**src/rtl/psum_accumulator.sv**
```systemverilog
// ============================================================================
// psum_accumulator: sums cfg_len unsigned partial sums from one PE column and
// presents the result on a valid/ready handshake. Optional: PSUM_ACC_SAT_EN.
// Revision: 1.0
// ============================================================================
`default_nettype none

module psum_accumulator #(
    parameter int DATA_WIDTH = 8,
    parameter int ACC_WIDTH  = 24,
    parameter int LEN_WIDTH  = 8
) (
    input  logic                    clk,
    input  logic                    rst_n,
    input  logic                    start,
    input  logic [LEN_WIDTH-1:0]    cfg_len,
    input  logic [2*DATA_WIDTH-1:0] psum_in,
    input  logic                    psum_valid,
    output logic                    in_ready,
    output logic [ACC_WIDTH-1:0]    out_data,
    output logic                    out_valid,
    input  logic                    out_ready,
    output logic                    out_ovf
);

    typedef enum logic [1:0] {
        IDLE  = 2'd0,
        ACCUM = 2'd1,
        HOLD  = 2'd2
    } state_t;

    state_t                 state;
    logic [ACC_WIDTH-1:0]   acc;
    logic [LEN_WIDTH-1:0]   remain;
    logic                   ovf;
    logic [ACC_WIDTH:0]     sum;
    logic                   carry;
    logic [ACC_WIDTH-1:0]   next_acc;

    // One extra bit captures the carry out of the accumulator width.
    assign sum   = {1'b0, acc} + (ACC_WIDTH+1)'(psum_in);
    assign carry = sum[ACC_WIDTH];

`ifdef PSUM_ACC_SAT_EN
    assign next_acc = carry ? {ACC_WIDTH{1'b1}} : sum[ACC_WIDTH-1:0];
`else
    assign next_acc = sum[ACC_WIDTH-1:0];
`endif

    always_ff @(posedge clk or negedge rst_n) begin
        if (!rst_n) begin
            state     <= IDLE;
            acc       <= '0;
            remain    <= '0;
            ovf       <= 1'b0;
            in_ready  <= 1'b0;
            out_valid <= 1'b0;
        end else begin
            case (state)
                IDLE: begin
                    if (start) begin
                        acc <= '0;
                        ovf <= 1'b0;
                        if (cfg_len != '0) begin
                            remain   <= cfg_len;
                            state    <= ACCUM;
                            in_ready <= 1'b1;
                        end else begin
                            state     <= HOLD;
                            out_valid <= 1'b1;
                        end
                    end
                end
                ACCUM: begin
                    if (psum_valid) begin
                        acc    <= next_acc;
                        remain <= remain - 1'b1;
                        if (carry) begin
                            ovf <= 1'b1;
                        end
                        if (remain == LEN_WIDTH'(1)) begin
                            state     <= HOLD;
                            in_ready  <= 1'b0;
                            out_valid <= 1'b1;
                        end
                    end
                end
                HOLD: begin
                    // A start coinciding with the handshake is dropped here.
                    if (out_ready) begin
                        state     <= IDLE;
                        out_valid <= 1'b0;
                    end
                end
                default: begin
                    state     <= IDLE;
                    in_ready  <= 1'b0;
                    out_valid <= 1'b0;
                end
            endcase
        end
    end

    assign out_data = acc;
    assign out_ovf  = ovf;

endmodule

`default_nettype wire

```
**config.mk**
```make
export PLATFORM = sky130hd
export DESIGN_NAME = psum_accumulator
export DESIGN_NICKNAME = d
export VERILOG_FILES = /design/src/rtl/psum_accumulator.sv
export SDC_FILE = /design/constraint.sdc
export NUM_CORES = 1
export LEC_CHECK = 0
export BUFFER_PORTS_ARGS = -buffer_cell sky130_fd_sc_hd__buf_2
export CAP_MARGIN = 20
export CORE_ASPECT_RATIO = 1.5
export CORE_MARGIN = 4
export CORE_UTILIZATION = 56
export CTS_BUF_LIST = sky130_fd_sc_hd__clkbuf_4 sky130_fd_sc_hd__clkbuf_8
export DETAILED_ROUTE_END_ITERATION = 12
export PLACE_DENSITY_LB_ADDON = 0.15
export SKIP_CTS_REPAIR_TIMING = 1
export SYNTH_ARGS = -nofsm -noshare
export SYNTH_HDL_FRONTEND = slang
export SYNTH_SLANG_ARGS = --single-unit
```
**constraint.sdc**
```tcl
create_clock -name clk -period 2.9 [get_ports clk]
set_input_delay 0.145 -clock clk [delete_from_list [all_inputs] [get_ports clk]]
set_output_delay 0.145 -clock clk [all_outputs]
set_load 0.05 [all_outputs]
```
; ---- Word level (Yosys, flattened, before mapping)
; Cells that the tools add are included.
; W data, S select, Z words.
[word_totals]
reg_bits = 37
inputBits = 29
output_inout_bits = 27
word_cells = 56
[op_classes]
n_addsub = 2
n_eq_ne = 10
mux = 28
n_bitwise = 1
n_reduce_logical = 9
[ops]
columns = cell, count
row1 = $mux W24, 2
row2 = $pmux W24 S2, 1
row3 = $add A24 B16 Y25, 1
row4 = $mux W8, 3
row5 = $pmux W8 S2, 1
row6 = $ne A2 B2 Y1 const B, 7
row7 = $mux W1, 12
row8 = $reduce_and A4 Y1, 3
row9 = $mux W2, 5
row10 = $reduce_and A5 Y1, 2
row11 = $eq A8 B1 Y1 const B, 1
row12 = $reduce_bool A8 Y1, 1
row13 = $sub A8 B1 Y8 const B, 1
row14 = $pmux W1 S3, 2
row15 = $pmux W2 S3, 1
row16 = $reduce_and A3 Y1, 1
row17 = $eq A2 B1 Y1 const B, 1
row18 = $eq A2 B2 Y1 const B, 1
row19 = $logic_not A2 Y1, 1
row20 = $pmux W1 S2, 1
row21 = $reduce_bool A2 Y1, 1
row22 = $not A1 Y1, 1

; ---- Longest topological paths before layout
[depth]
depth_word = 4
depth_mapped = 9
mapped_depth_nobuf = 9

; ---- Worst setup path after synthesis
; OpenSTA, ideal clock, no wires.
[synth_path]
path_kind = reg2reg
start = reg acc[0] (netlist: out_data[0])
end = reg acc[22] (netlist: out_data[22])
setup_time_ns = 0.137
t_arrival_ns = 2.751
t_required_ns = 2.763
path_slack_ns = 0.012
path_stages_with_launch = 10
n_path_buf = 0
period_less_slack_ns = 2.888
cell_sequence = dfrtp_1 -> ha_1 -> fa_1 -> a21o_1 -> a221o_1 -> a41o_1 -> a2111oi_4 -> nor3b_1 -> xnor2_1 -> nor2_1
[synth_between]
elab_chain_len = 3
[synth_rtl]
columns = element, line
row1 = from (decl), 33  ; logic [ACC_WIDTH-1:0] acc;
row2 = from (signal assigned), 76  ; acc <= next_acc;
row3 = $add A24 B16 Y25, 41  ; assign sum = {1'b0, acc} + (ACC_WIDTH+1)'(psum_in);
row4 = $mux W24, 75  ; if (psum_valid) begin
row5 = $pmux W24 S2, 59  ; case (state)
; No other way between the ends. The select of a mux whose other input is x is not followed.
; A chain may end at the register's enable or synchronous reset.

; ---- Worst setup path after layout
[layout_path]
start = reg acc[0] (netlist: out_data[0])
end = reg acc[16] (netlist: out_data[16])
; Same word-level chain as after synthesis.

==> flow_summary.json <==
{
  "status": "complete, but fails checks",
  "violations": "negative hold slack",
  "io_pins": 56,
  "fillers": 361,
  "cap_violations": 0,
  "via_count": 2299,
  "diodes": 0,
  "leakage_nw": 1.48,
  "r2r_slack_ns": 0.13,
  "synth_top_cells_by_area": "dfrtp_1 38%, ha_1 9.3%, o21ai_0 7.0%",
  "fp.dieH_um": 88.7,
  "synth_top_cell_by_area": "dfrtp_1",
  "postRouteAntennaNets": 0,
  "synth_flop_cell": "dfrtp_1",
  "overflow": 0,
  "pre_cts_ws_ns": 0.0576,
  "syn_nets": 320,
  "gp_congestion": 0.909,
  "synth_edf_count": 0,
  "path_max_fanout": 5,
  "ys_top_cells_by_count": "37 x dfrtp_1, 34 x o21ai_0, 30 x nand2_1",
  "die_w_um": 61.8,
  "fin_nets": 385,
  "drive_gt1_share_pct": 23.4,
  "p_clk_share_pct": 14.1,
  "final.setup_skew_ns": 0.00251,
  "yosysWarnings": 0,
  "combinationalPowerShare_pct": 57.8,
  "slew_violations": 0,
  "slew_headroom_pct": 43.3,
  "wl_per_cell_um": 16.0,
  "grt_pass1_vias": 2228,
  "start_util_pct": 57.8,
  "synth_top_area_share_pct": 38.1,
  "routed_via_density": 5.99,
  "drtPass1Iterations": 4,
  "finalWorstSetupSlack_ns": 0.131,
  "reg2reg_from": "out_data[0]$_DFFE_PN0P_",
  "power_switching_mw": 1.48,
  "rsz0062_at_grt": "false",
  "worstPathArrival_ns": 2.93,
  "drc": 0,
  "synth.avg_cell_area_um2": 8.94,
  "grt_use_total_pct": 24.1,
  "clk_path_buf_depth": 2,
  "endpoint": "out_data[16]$_DFFE_PN0P_",
  "antenna_found_initial": 0,
  "htree_levels": 2,
  "ir_worst_vdd_uv": 623,
  "critPathKind": "reg -> reg",
  "tns_ns": 0,
  "setup_viol": 0,
  "synth-async-reset-ratio_pct": 100,
  "r2r_cells": 9,
  "netlist_instances": 272,
  "clk-insertion-delay-late_ns": 0.30,
  "worstHoldPathType": "in -> async",
  "crit_path_start_kind": "flip-flop",
  "critPathRequiredTime_ns": 3.06,
  "routed_wl_mm": 6.13,
  "area_growth_pct": 20.0,
  "dieArea_um2": 5480,
  "dpl_cell_area_um2": 2770,
  "core-area_um2": 4210,
  "crit_start": "out_data[0]$_DFFE_PN0P_",
  "path_clk_slew_ns": 0.08,
  "place.detailed.hpwl_mm": 4.54,
  "min_period_ns": 2.77,
  "grt_pass1_wl_mm": 9.79,
  "final_cell_area_um2": 2920,
  "r2r_end": "out_data[16]$_DFFE_PN0P_",
  "cts.root.buffer_cell": "clkbuf_8",
  "cts.sinks": 37,
  "numCtsBuffers": 5,
  "fmax_mhz": 361,
  "ys_ff_latch": 37,
  "power_per_cell_area_nw_per_um2": 1030,
  "tightestPinTransition_ns": 0.851,
  "synthMostInstantiatedCell": "dfrtp_1",
  "ys_seq_area_share_pct": 38.1,
  "grt_start_max_net_pins": 38,
  "p_int_mw": 1.52,
  "synth_cell_types": 42,
  "fin_util_pct": 69.3,
  "critPathCaptureType": "flip-flop",
  "cts_tree": "built",
  "io_buffers": 55,
  "finalCritPeriodShare_pct": 95.5,
  "hold_ws_ns": -0.0529,
  "drt_iter0_markers": 119,
  "seqPwrFrac_pct": 28.1,
  "netSwitchingFraction_pct": 49.3,
  "fp-row-count": 29,
  "synth_area_um2": 2430,
  "finalHoldViolCount": 37
}
==> metrics by stage <==
| stage | std cells | total power [mW] | hold slack, ns |
|---|---|---|---|
| floorplan | 272 | 2.11 | -0.151 |
| detailed placement | 370 | 2.53 | 0.303 |
| global placement | 370 | 2.49 | 0.298 |
| global route | 384 | 3.24 | 0.000146 |
| finish | 384 | 3.00 | -0.0529 |
| CTS | 378 | 2.94 | -0.0196 |
==> cell families (layout without fill, tap and decap cells) <==
kind of cell | count (synthesis) | in the layout | synth area share, %
AOI/OAI and AO/OA | 96 | 96 | 25.0
xor gates and xnor gates | 15 | 15 | 5.40
muxes | 1 | 1 | 0.463
adders and majority gates | 19 | 19 | 10.1
DFF | 37 | 37 | 38.1
and+or+nand+nor | 92 | 92 | 19.1
buffers and inverters | 12 | 78 | 1.90
==> critical path, stage by stage, from the launching register on <==
cell	delay [ns]
dfrtp_1	0.39
ha_1	0.22
fa_2	0.35
a21o_1	0.18
a221o_1	0.35
a41o_1	0.29
a2111oi_4	0.50
buf_4	0.19
or3_1	0.09
a21oi_1	0.06
==> power groups by stage <==
stage                     Combinational (mW)  Sequential (mW)  Clock, mW
after floorplan                        0.976             1.13          0
after global placement                  1.64            0.845          0
after detailed placement                1.67            0.854          0
after CTS                               1.68            0.844      0.421
after global routing                    1.91            0.872      0.456
final                                   1.73            0.842      0.422
==> worst min path at each step <==
stage	start	to	slack [ns]	cells after the start
6_report	rst_n	out_data[3]$_DFFE_PN0P_	-0.05	1
3_5_place_dp	rst_n	out_data[5]$_DFFE_PN0P_	0.30	1
5_1_grt	rst_n	out_data[5]$_DFFE_PN0P_	0.0001	1
4_1_cts	rst_n	out_data[5]$_DFFE_PN0P_	-0.02	1
3_3_place_gp	rst_n	out_data[5]$_DFFE_PN0P_	0.30	1
2_1_floorplan	rst_n	in_ready$_DFFE_PN0P_	-0.15	0
==> final cells by class <==
cell class | instances | area (um^2) | share of cell area (%)
Clock buffer | 7 | 96.3 | 3.30
Timing Repair Buffer | 65 | 348 | 11.9
Sequential cell | 37 | 926 | 31.7
Multi-Input combinational cell | 223 | 1470 | 50.3
Inverter | 5 | 18.8 | 0.643
Tap cell | 46 | 57.6 | 1.97
Clock inverter | 1 | 5.00 | 0.172
==> per-layer routing <==
| metal | vias up | track usage, % | part of all wire [%] |
|---|---|---|---|
| met5 | - | 0 | 0 |
| met4 | 0 | 11.6 | 2.1 |
| met3 | 11 | 5.40 | 5.1 |
| met2 | 59 | 42.6 | 54 |
| met1 | 1100 | 26.1 | 38 |
| li1 | 1129 | - | - |
==> state kept, by name (all words and copies together), names as in the netlist <==
signal	cells
in_ready	1
out_valid	1
remain	8
state	2
out_data	24
out_ovf	1
==> cells in the final DEF, fill, tap and decap left out, drive strengths merged, types with 3 or more instances in the layout <==
| cell | n |
|---|---|
| buf | 65 |
| dfrtp | 37 |
| o21ai | 34 |
| nand2 | 30 |
| a21oi | 28 |
| ha | 18 |
| nor2 | 15 |
| a21o | 9 |
| nand3 | 9 |
| xnor2 | 8 |
| or3 | 7 |
| xor2 | 7 |
| clkbuf | 7 |
| and3 | 6 |
| inv | 5 |
| and2 | 5 |
| a22oi | 4 |
| o21bai | 4 |
| nor2b | 3 |
| nor3 | 3 |
| a31oi | 3 |
| nor3b | 3 |
Note: power is estimated with default switching activity, not from simulation.
